===== src/rtl/board_index_fetch.sv =====
// Purpose : maps VGA (drawX, drawY) to a 2x-downscaled board ROM address, returns the palette index with syncs aligned; counts frames.
// Latency : fixed 3 cycles from drawX/drawY/vde/hsync_i/vsync_i to index_o/vde_o/hsync_o/vsync_o; one pixel accepted per cycle.
// Backpres: none; the pipeline never stalls and never inserts bubbles.
//
// Ports: clk/reset_n (async active-low); drawX/drawY/vde/hsync_i/vsync_i from the VGA timing
// controller; rom_addr/rom_rd_en/rom_data to the synchronous board ROM (data one cycle after the
// read); index_o/vde_o/hsync_o/vsync_o to the palette lookup; frame_cnt counts falling vsync edges.
// Optional macro BOARD_BORDER_EN: an 8-pixel frame around the visible area is forced to index 2
// (black) without a ROM read.
module board_index_fetch #(
   parameter int           SCR_W       = 640,
   parameter int           SCR_H       = 480,
   parameter int           IMG_W       = 320,
   parameter int           IMG_H       = 240,
   parameter int           SCALE_SHIFT = 1,
   parameter int           ADDR_W      = 17,
   parameter logic [3:0]   BG_INDEX    = 4'd0
) (
   input  logic              clk,
   input  logic              reset_n,
   input  logic [9:0]        drawX,
   input  logic [9:0]        drawY,
   input  logic              vde,
   input  logic              hsync_i,
   input  logic              vsync_i,
   output logic [ADDR_W-1:0] rom_addr,
   output logic              rom_rd_en,
   input  logic [3:0]        rom_data,
   output logic [3:0]        index_o,
   output logic              vde_o,
   output logic              hsync_o,
   output logic              vsync_o,
   output logic [15:0]       frame_cnt
);

   localparam logic [9:0] SCR_W_L = 10'(SCR_W);
   localparam logic [9:0] SCR_H_L = 10'(SCR_H);
   localparam logic [9:0] IMG_W_L = 10'(IMG_W);
   localparam logic [9:0] IMG_H_L = 10'(IMG_H);

   logic [9:0]        img_x;
   logic [9:0]        img_y;
   logic [31:0]       row_off;
   logic [ADDR_W-1:0] addr_calc;
   logic              in_range;
   logic              fetch;

   // stage 1/2 sideband; rom_rd_en doubles as the stage-1 valid bit
   logic s1_vde, s1_hs, s1_vs;
   logic s2_vld, s2_vde, s2_hs, s2_vs;
   logic [3:0] idx_nxt;

   // frame counter state
   logic        vs_q;
   logic        vs_arm;
   logic [15:0] frame_q;

   always_comb begin
      img_x = drawX >> SCALE_SHIFT;
      img_y = drawY >> SCALE_SHIFT;
      // 320 = 256 + 64, so the row offset is two shifts and an add
      row_off = (IMG_W == 320) ? ((32'(img_y) << 8) + (32'(img_y) << 6))
                               : (32'(img_y) * IMG_W);
      addr_calc = ADDR_W'(row_off + 32'(img_x));
      // image-bound terms keep reads inside the ROM for non-default parameter sets
      in_range = vde && (drawX < SCR_W_L) && (drawY < SCR_H_L) &&
                 (img_x < IMG_W_L) && (img_y < IMG_H_L);
   end

`ifdef BOARD_BORDER_EN
   localparam logic [9:0] BRD_W  = 10'd8;
   localparam logic [9:0] BRD_XH = 10'(SCR_W - 8);
   localparam logic [9:0] BRD_YH = 10'(SCR_H - 8);
   localparam logic [3:0] BRD_INDEX = 4'd2;

   logic border;
   logic s1_brd, s2_brd;

   always_comb begin
      border = in_range && ((drawX < BRD_W) || (drawX >= BRD_XH) ||
                            (drawY < BRD_W) || (drawY >= BRD_YH));
      fetch  = in_range && !border;
   end

   always_ff @(posedge clk or negedge reset_n) begin
      if (!reset_n) begin
         s1_brd <= 1'b0;
         s2_brd <= 1'b0;
      end else begin
         s1_brd <= border;
         s2_brd <= s1_brd;
      end
   end

   always_comb begin
      idx_nxt = BG_INDEX;
      if (s2_brd)
         idx_nxt = BRD_INDEX;
      else if (s2_vld)
         idx_nxt = rom_data;
   end
`else
   always_comb begin
      fetch   = in_range;
      // rom_data is meaningless unless a read was issued for this slot
      idx_nxt = s2_vld ? rom_data : BG_INDEX;
   end
`endif

   // stage 1: address and read enable; address holds when no read is issued
   always_ff @(posedge clk or negedge reset_n) begin
      if (!reset_n) begin
         rom_addr  <= '0;
         rom_rd_en <= 1'b0;
         s1_vde    <= 1'b0;
         s1_hs     <= 1'b1;
         s1_vs     <= 1'b1;
      end else begin
         rom_rd_en <= fetch;
         if (fetch)
            rom_addr <= addr_calc;
         s1_vde <= vde;
         s1_hs  <= hsync_i;
         s1_vs  <= vsync_i;
      end
   end

   // stage 2: ROM is reading; stage 3: capture rom_data alongside the delayed syncs
   always_ff @(posedge clk or negedge reset_n) begin
      if (!reset_n) begin
         s2_vld  <= 1'b0;
         s2_vde  <= 1'b0;
         s2_hs   <= 1'b1;
         s2_vs   <= 1'b1;
         index_o <= BG_INDEX;
         vde_o   <= 1'b0;
         hsync_o <= 1'b1;
         vsync_o <= 1'b1;
      end else begin
         s2_vld  <= rom_rd_en;
         s2_vde  <= s1_vde;
         s2_hs   <= s1_hs;
         s2_vs   <= s1_vs;
         index_o <= idx_nxt;
         vde_o   <= s2_vde;
         hsync_o <= s2_hs;
         vsync_o <= s2_vs;
      end
   end

   // Frame counter. vs_q idles high; vs_arm only sets once vsync_i has been seen high,
   // so a sync that is already low when reset releases is not taken as a falling edge.
   always_ff @(posedge clk or negedge reset_n) begin
      if (!reset_n) begin
         vs_q    <= 1'b1;
         vs_arm  <= 1'b0;
         frame_q <= 16'd0;
      end else begin
         vs_q <= vsync_i;
         if (vsync_i)
            vs_arm <= 1'b1;
         if (vs_arm && vs_q && !vsync_i)
            frame_q <= frame_q + 16'd1;
      end
   end

   assign frame_cnt = frame_q;

endmodule


===== config.mk =====
export PLATFORM = sky130hd
export DESIGN_NAME = board_index_fetch
export DESIGN_NICKNAME = d
export VERILOG_FILES = /design/src/rtl/board_index_fetch.sv
export SDC_FILE = /design/constraint.sdc
export NUM_CORES = 1
export LEC_CHECK = 0
export ABC_CLOCK_PERIOD_IN_PS = 2400
export CORE_MARGIN = 2
export CORE_UTILIZATION = 40
export DETAILED_ROUTE_END_ITERATION = 6
export PLACE_DENSITY = 0.7
export SYNTH_ARGS = -nofsm -noshare
export SYNTH_HDL_FRONTEND = slang
export SYNTH_SLANG_ARGS = --single-unit

===== constraint.sdc =====
create_clock -name clk -period 2.4 [get_ports clk]
set_clock_uncertainty 0.15 [all_clocks]
set_input_delay 0.36 -clock clk [delete_from_list [all_inputs] [get_ports clk]]
set_output_delay 0.36 -clock clk [all_outputs]
set_load 0.01 [all_outputs]

## After elaboration in Yosys (flattened, before gate mapping)

Index checks and enable logic that the tools add are counted.
W data, S select, Z words.

- Bits in registers: 49
- Bits in latches: 0
- Memory bits (writable): 0
- Bits in read-only memories: 0
- Input bits: 29
- Output and inout port bits: 41
- Logic and storage cells: 30
- Memories kept: 0

- Add/sub/neg operators: 3
- $mul: 0
- Divide/modulo/power cells: 0
- Magnitude comparators: 4
- Equal/unequal tests: 0
- Shifts and indexed selects: 0
- Muxes and demuxes: 1
- Bitwise logic cells: 0
- Reductions and logical operators: 7

Operator list:

| operator | count |
|---|---|
| $add A17 B15 Y17 | 1 |
| $add A17 B9 Y17 | 1 |
| $add A16 B1 Y16 const B | 1 |
| $lt A10 B10 Y1 const B | 1 |
| $lt A10 B9 Y1 const B | 1 |
| $lt A9 B8 Y1 const B | 1 |
| $lt A9 B9 Y1 const B | 1 |
| $logic_and A1 B1 Y1 | 6 |
| $mux W4 | 1 |
| $logic_not A1 Y1 | 1 |

## Logic depth before layout (Yosys ltp)

- Depth after elaboration: 5
- Depth in mapped cells: 8
- Mapped depth without buffers: 8

## Worst setup path after synthesis

Ideal clock, no wire load.

- Path kind: input -> register
- Start: input drawX[9]
- End: register rom_addr[14]
- Library setup time: 69 ps
- Arrival: 2127 ps
- Data required time: 2181 ps
- Setup slack: 54 ps
- Cell stages on the path: 8
- Buffers on the path: 0
- Path through: inv_1 > fa_1 > inv_1 > ha_1 > a211oi_1 > o21ai_1 > a2111o_1 > nand3_1

- Cells in the longest elaborated chain, start to end: 5
- Elaborated cells between the ends (all ways): 7
- Those cells by class: 1 x add/sub; 2 x order compare; 4 x reduce/logical

Ends and longest elaborated chain:

| element | RTL line | text |
|---|---|---|
| from (decl) | 21 | `input logic [9:0] drawX,` |
| $lt A10 B10 Y1 | 66 | `in_range = vde && (drawX < SCR_W_L) && (drawY < SCR_H_L) &&` |
| $logic_and A1 B1 Y1 (3 in a row) | 66 |  |
| $logic_and A1 B1 Y1 | 67 | `(img_x < IMG_W_L) && (img_y < IMG_H_L);` |
| to (signal assigned) | 121 | `rom_addr <= addr_calc;` |
| to (decl) | 26 | `output logic [ADDR_W-1:0] rom_addr,` |

Several ways; a longest one is shown, not always the timed one.
A chain may end at the register's enable or synchronous reset.

## Worst setup path after layout

- Start: input drawY[2]
- End: register rom_addr[14]

- Cells in the longest elaborated chain, start to end: 4
- Elaborated cells between the ends (all ways): 7
- Those cells by class: 2 x add/sub; 2 x order compare; 3 x reduce/logical

Ends and longest elaborated chain:

| element | RTL line | text |
|---|---|---|
| from (decl) | 22 | `input logic [9:0] drawY,` |
| parallel branches: the longest is 4 deep, another holds $add A17 B15 Y17 | n/a |  |

Parallel ways; which one is timed is not known.

==> reports/qor.csv <==
stage;metric;value;unit
setup_path;crit_chain;clkdlybuf4s50_1 > buf_4 > ha_1 > ha_1 > o211ai_1 > o21ai_2 > a2111o_1 > nand3_1;
floorplan;coreArea;5610;µm²
placed_design;place_congestion;0.766;
synthesis;synth_cells;211;
timing;setup_violations;0;
timing;worstMarginPinSlew;570;ps
setup_path;r2r_cells;5;
min_path;hold_depth;0;
synthesis;syn_area;2350;µm²
cells_and_area;postLayoutCoreUtil;0.614;
global_route;grt_pass1_vias;1769;
global_route;grt_pass1_wl;8050;µm
routing;drt-total-wl;4550;µm
timing;hold-worst-slack;205;ps
floorplan;rows;27;
placed_design;io_buffer_count;67;
synthesis;synthFlopType;dfrtp_1;
routing;drt-initial-drc-count;60;
min_path;min_path_type;flip-flop to flip-flop;
routing;wl_per_cell;12.0;µm
clock_network;cts_tree;done;
synthesis;synth.distinct_cells;37;
timing;period_share;0.974;
cells_and_area;largest-register;rom_addr;
setup_path;cp_slowest_stage_delay;430;ps
pwr;power.density;691;nW/µm²
routing;drc_errors;0;
setup_path;cp.arrival;2430;ps
clock_network;cts.path.max_buffers;2;
cells_and_area;fin_nets;356;
cells_and_area;largest_register_ff_count;17;
placed_design;dpl.hpwl;3690;µm
setup_path;cp_slowest_cell;clkdlybuf4s50_1;
setup_path;cp-start-kind;primary input;
synthesis;ys_seq_area_frac;0.524;
setup_path;critical_path.max_fanout;3;
synthesis;synthArstFlopShare;1.00;
routing;first_pass_iters;4;
pwr;power.leakage;1.64;nW
synthesis;yosysWarnings;0;
clock_network;cts.sinks;49;
timing;hold_violations;0;
clock_network;clkLatencyLatePin;290;ps
floorplan;die_h;80.7;µm
synthesis;ys_ff_latch;49;
outcome;status;finished, final reports clean;
clock_network;cts_setup_buffers;0;
floorplan;fp.dieArea;6510;µm²
synthesis;synth_edf_count;0;
global_route;grtUsageTotal;0.158;
setup_path;required;2490;ps
timing;fmax;428;MHz
clock_network;h-tree-depth;2;
cells_and_area;nFillCells;491;
clock_network;cts-root-buf;clkbuf_8;
floorplan;initial_core_util;0.420;
clock_network;cts.clk_slew.worst_paths;90;ps
cells_and_area;area_growth;46.3;%
floorplan;ios;70;
setup_path;end_kind;flip-flop;
timing;grt_setup_unrepaired;false;
timing;layout_min_cycle_time;2340;ps
global_route;overflow;0;
routing;dr_total_vias;1828;
clock_network;cts_made_buffers;5;
routing;via_per_inst;4.81;
setup_path;cpMostUsedCell;ha_1;
floorplan;dieWidth;80.7;µm
cells_and_area;final_cell_mix;clkdlybuf4s50_1 (62), dfrtp_1 (43), nand2_1 (40), buf_4 (24), ha_1 (17);
pwr;p_total;2.38;mW
global_route;grt_start_max_net_pins;27;
synthesis;avgSynthCellArea;11.2;µm²
cells_and_area;final_common_cell;clkdlybuf4s50_1;
synthesis;syn_nets;260;
global_route;antenna_found_initial;0;
timing;drv_slew;0;
cells_and_area;drive_gt1_frac;0.175;
cells_and_area;num_antenna_cells;0;
setup_path;critPathKind;primary input to flip-flop;
timing;relSlewSlack;0.620;
routing;antenna_left;0;
run;cap_violations;0;
pwr;ir_drop;0.438;mV
==> final timing paths <==
check                        startpoint            end  slack, ps
max                            drawY[2]   rom_addr[14]         60
min                              s2_vde          vde_o        200
max reg2reg                frame_cnt[0]  frame_cnt[12]        750
min reg2reg                      s2_vde          vde_o        200
max in group asynchronous       reset_n          s2_vs       1000
min in group asynchronous       reset_n   frame_cnt[0]        430
==> through the flow <==
stage	instance area, µm²	worst slack [ps]	instances	setup TNS, ps
final	3440	63.0	380	0
after global routing	3440	0.346	380	0
after CTS	3430	59.3	380	0
after detailed placement	3280	-524	371	-3340
after global placement	3280	-486	371	-3010
after floorplan	2350	54.5	211	0
==> worst max-delay path: cells and delay by family <==
family                     cells  cell delay [ps]
adders and majority gates      2              660
and+or+nand+nor                1               80
buffers and inverters          2              570
AOI/OAI and AO/OA              3              750
==> report_power, final <==
| part | internal (mW) | switching [mW] | total [mW] |
|---|---|---|---|
| Combinational | 0.414 | 0.318 | 0.732 |
| Sequential | 0.950 | 0.0972 | 1.05 |
| Clock | 0.339 | 0.263 | 0.601 |
==> area by class of cell <==
class,count,area [µm²],area share
Multi-Input combinational cell,147,1100,0.319
Clock buffer,6,82.6,0.0240
Clock inverter,2,37.5,0.0109
Timing Repair Buffer,92,855,0.248
Sequential cell,49,1230,0.358
Inverter,12,45.0,0.0131
Tap cell,72,90.1,0.0262
==> Yosys cell counts, types with 3 or more instances <==
library cell,number,area share
and3_1,3,0.0080
and2_1,6,0.016
nand2_1,40,0.064
nor2_1,4,0.0064
a21o_1,3,0.0096
dfstp_2,6,0.067
ha_1,18,0.096
xnor2_1,11,0.041
o31ai_1,3,0.0096
a21oi_1,7,0.015
xor2_1,7,0.026
nand3_1,8,0.017
o21ai_0,6,0.013
inv_1,12,0.019
dfrtp_1,43,0.46
o211ai_1,3,0.0096
nand4_1,3,0.0080
==> cells by family after synthesis <==
family | Yosys count | share of synthesized area
adders and majority gates | 20 | 0.113
DFF | 49 | 0.524
buffers and inverters | 15 | 0.0245
xor gates and xnor gates | 18 | 0.0670
muxes | 1 | 0.00478
and+or+nand+nor | 77 | 0.180
AOI/OAI and AO/OA | 31 | 0.0866
==> timing repair <==
item,CTS,global route
setup endpoints to repair,6,3
hold buffers,1,0
hold endpoints to repair,20,0
gates resized for setup,10,2
pin swaps,5,1
==> layer usage <==
metal / global-route usage / part of all wire / vias up
met3: 0.0326 / 0.054 / 7
met1: 0.203 / 0.44 / 855
met4: 0.0424 / 0.012 / 0
li1: - / - / 910
met5: 0 / 0 / -
met2: 0.273 / 0.49 / 56
(Power assumes the default switching activity.)
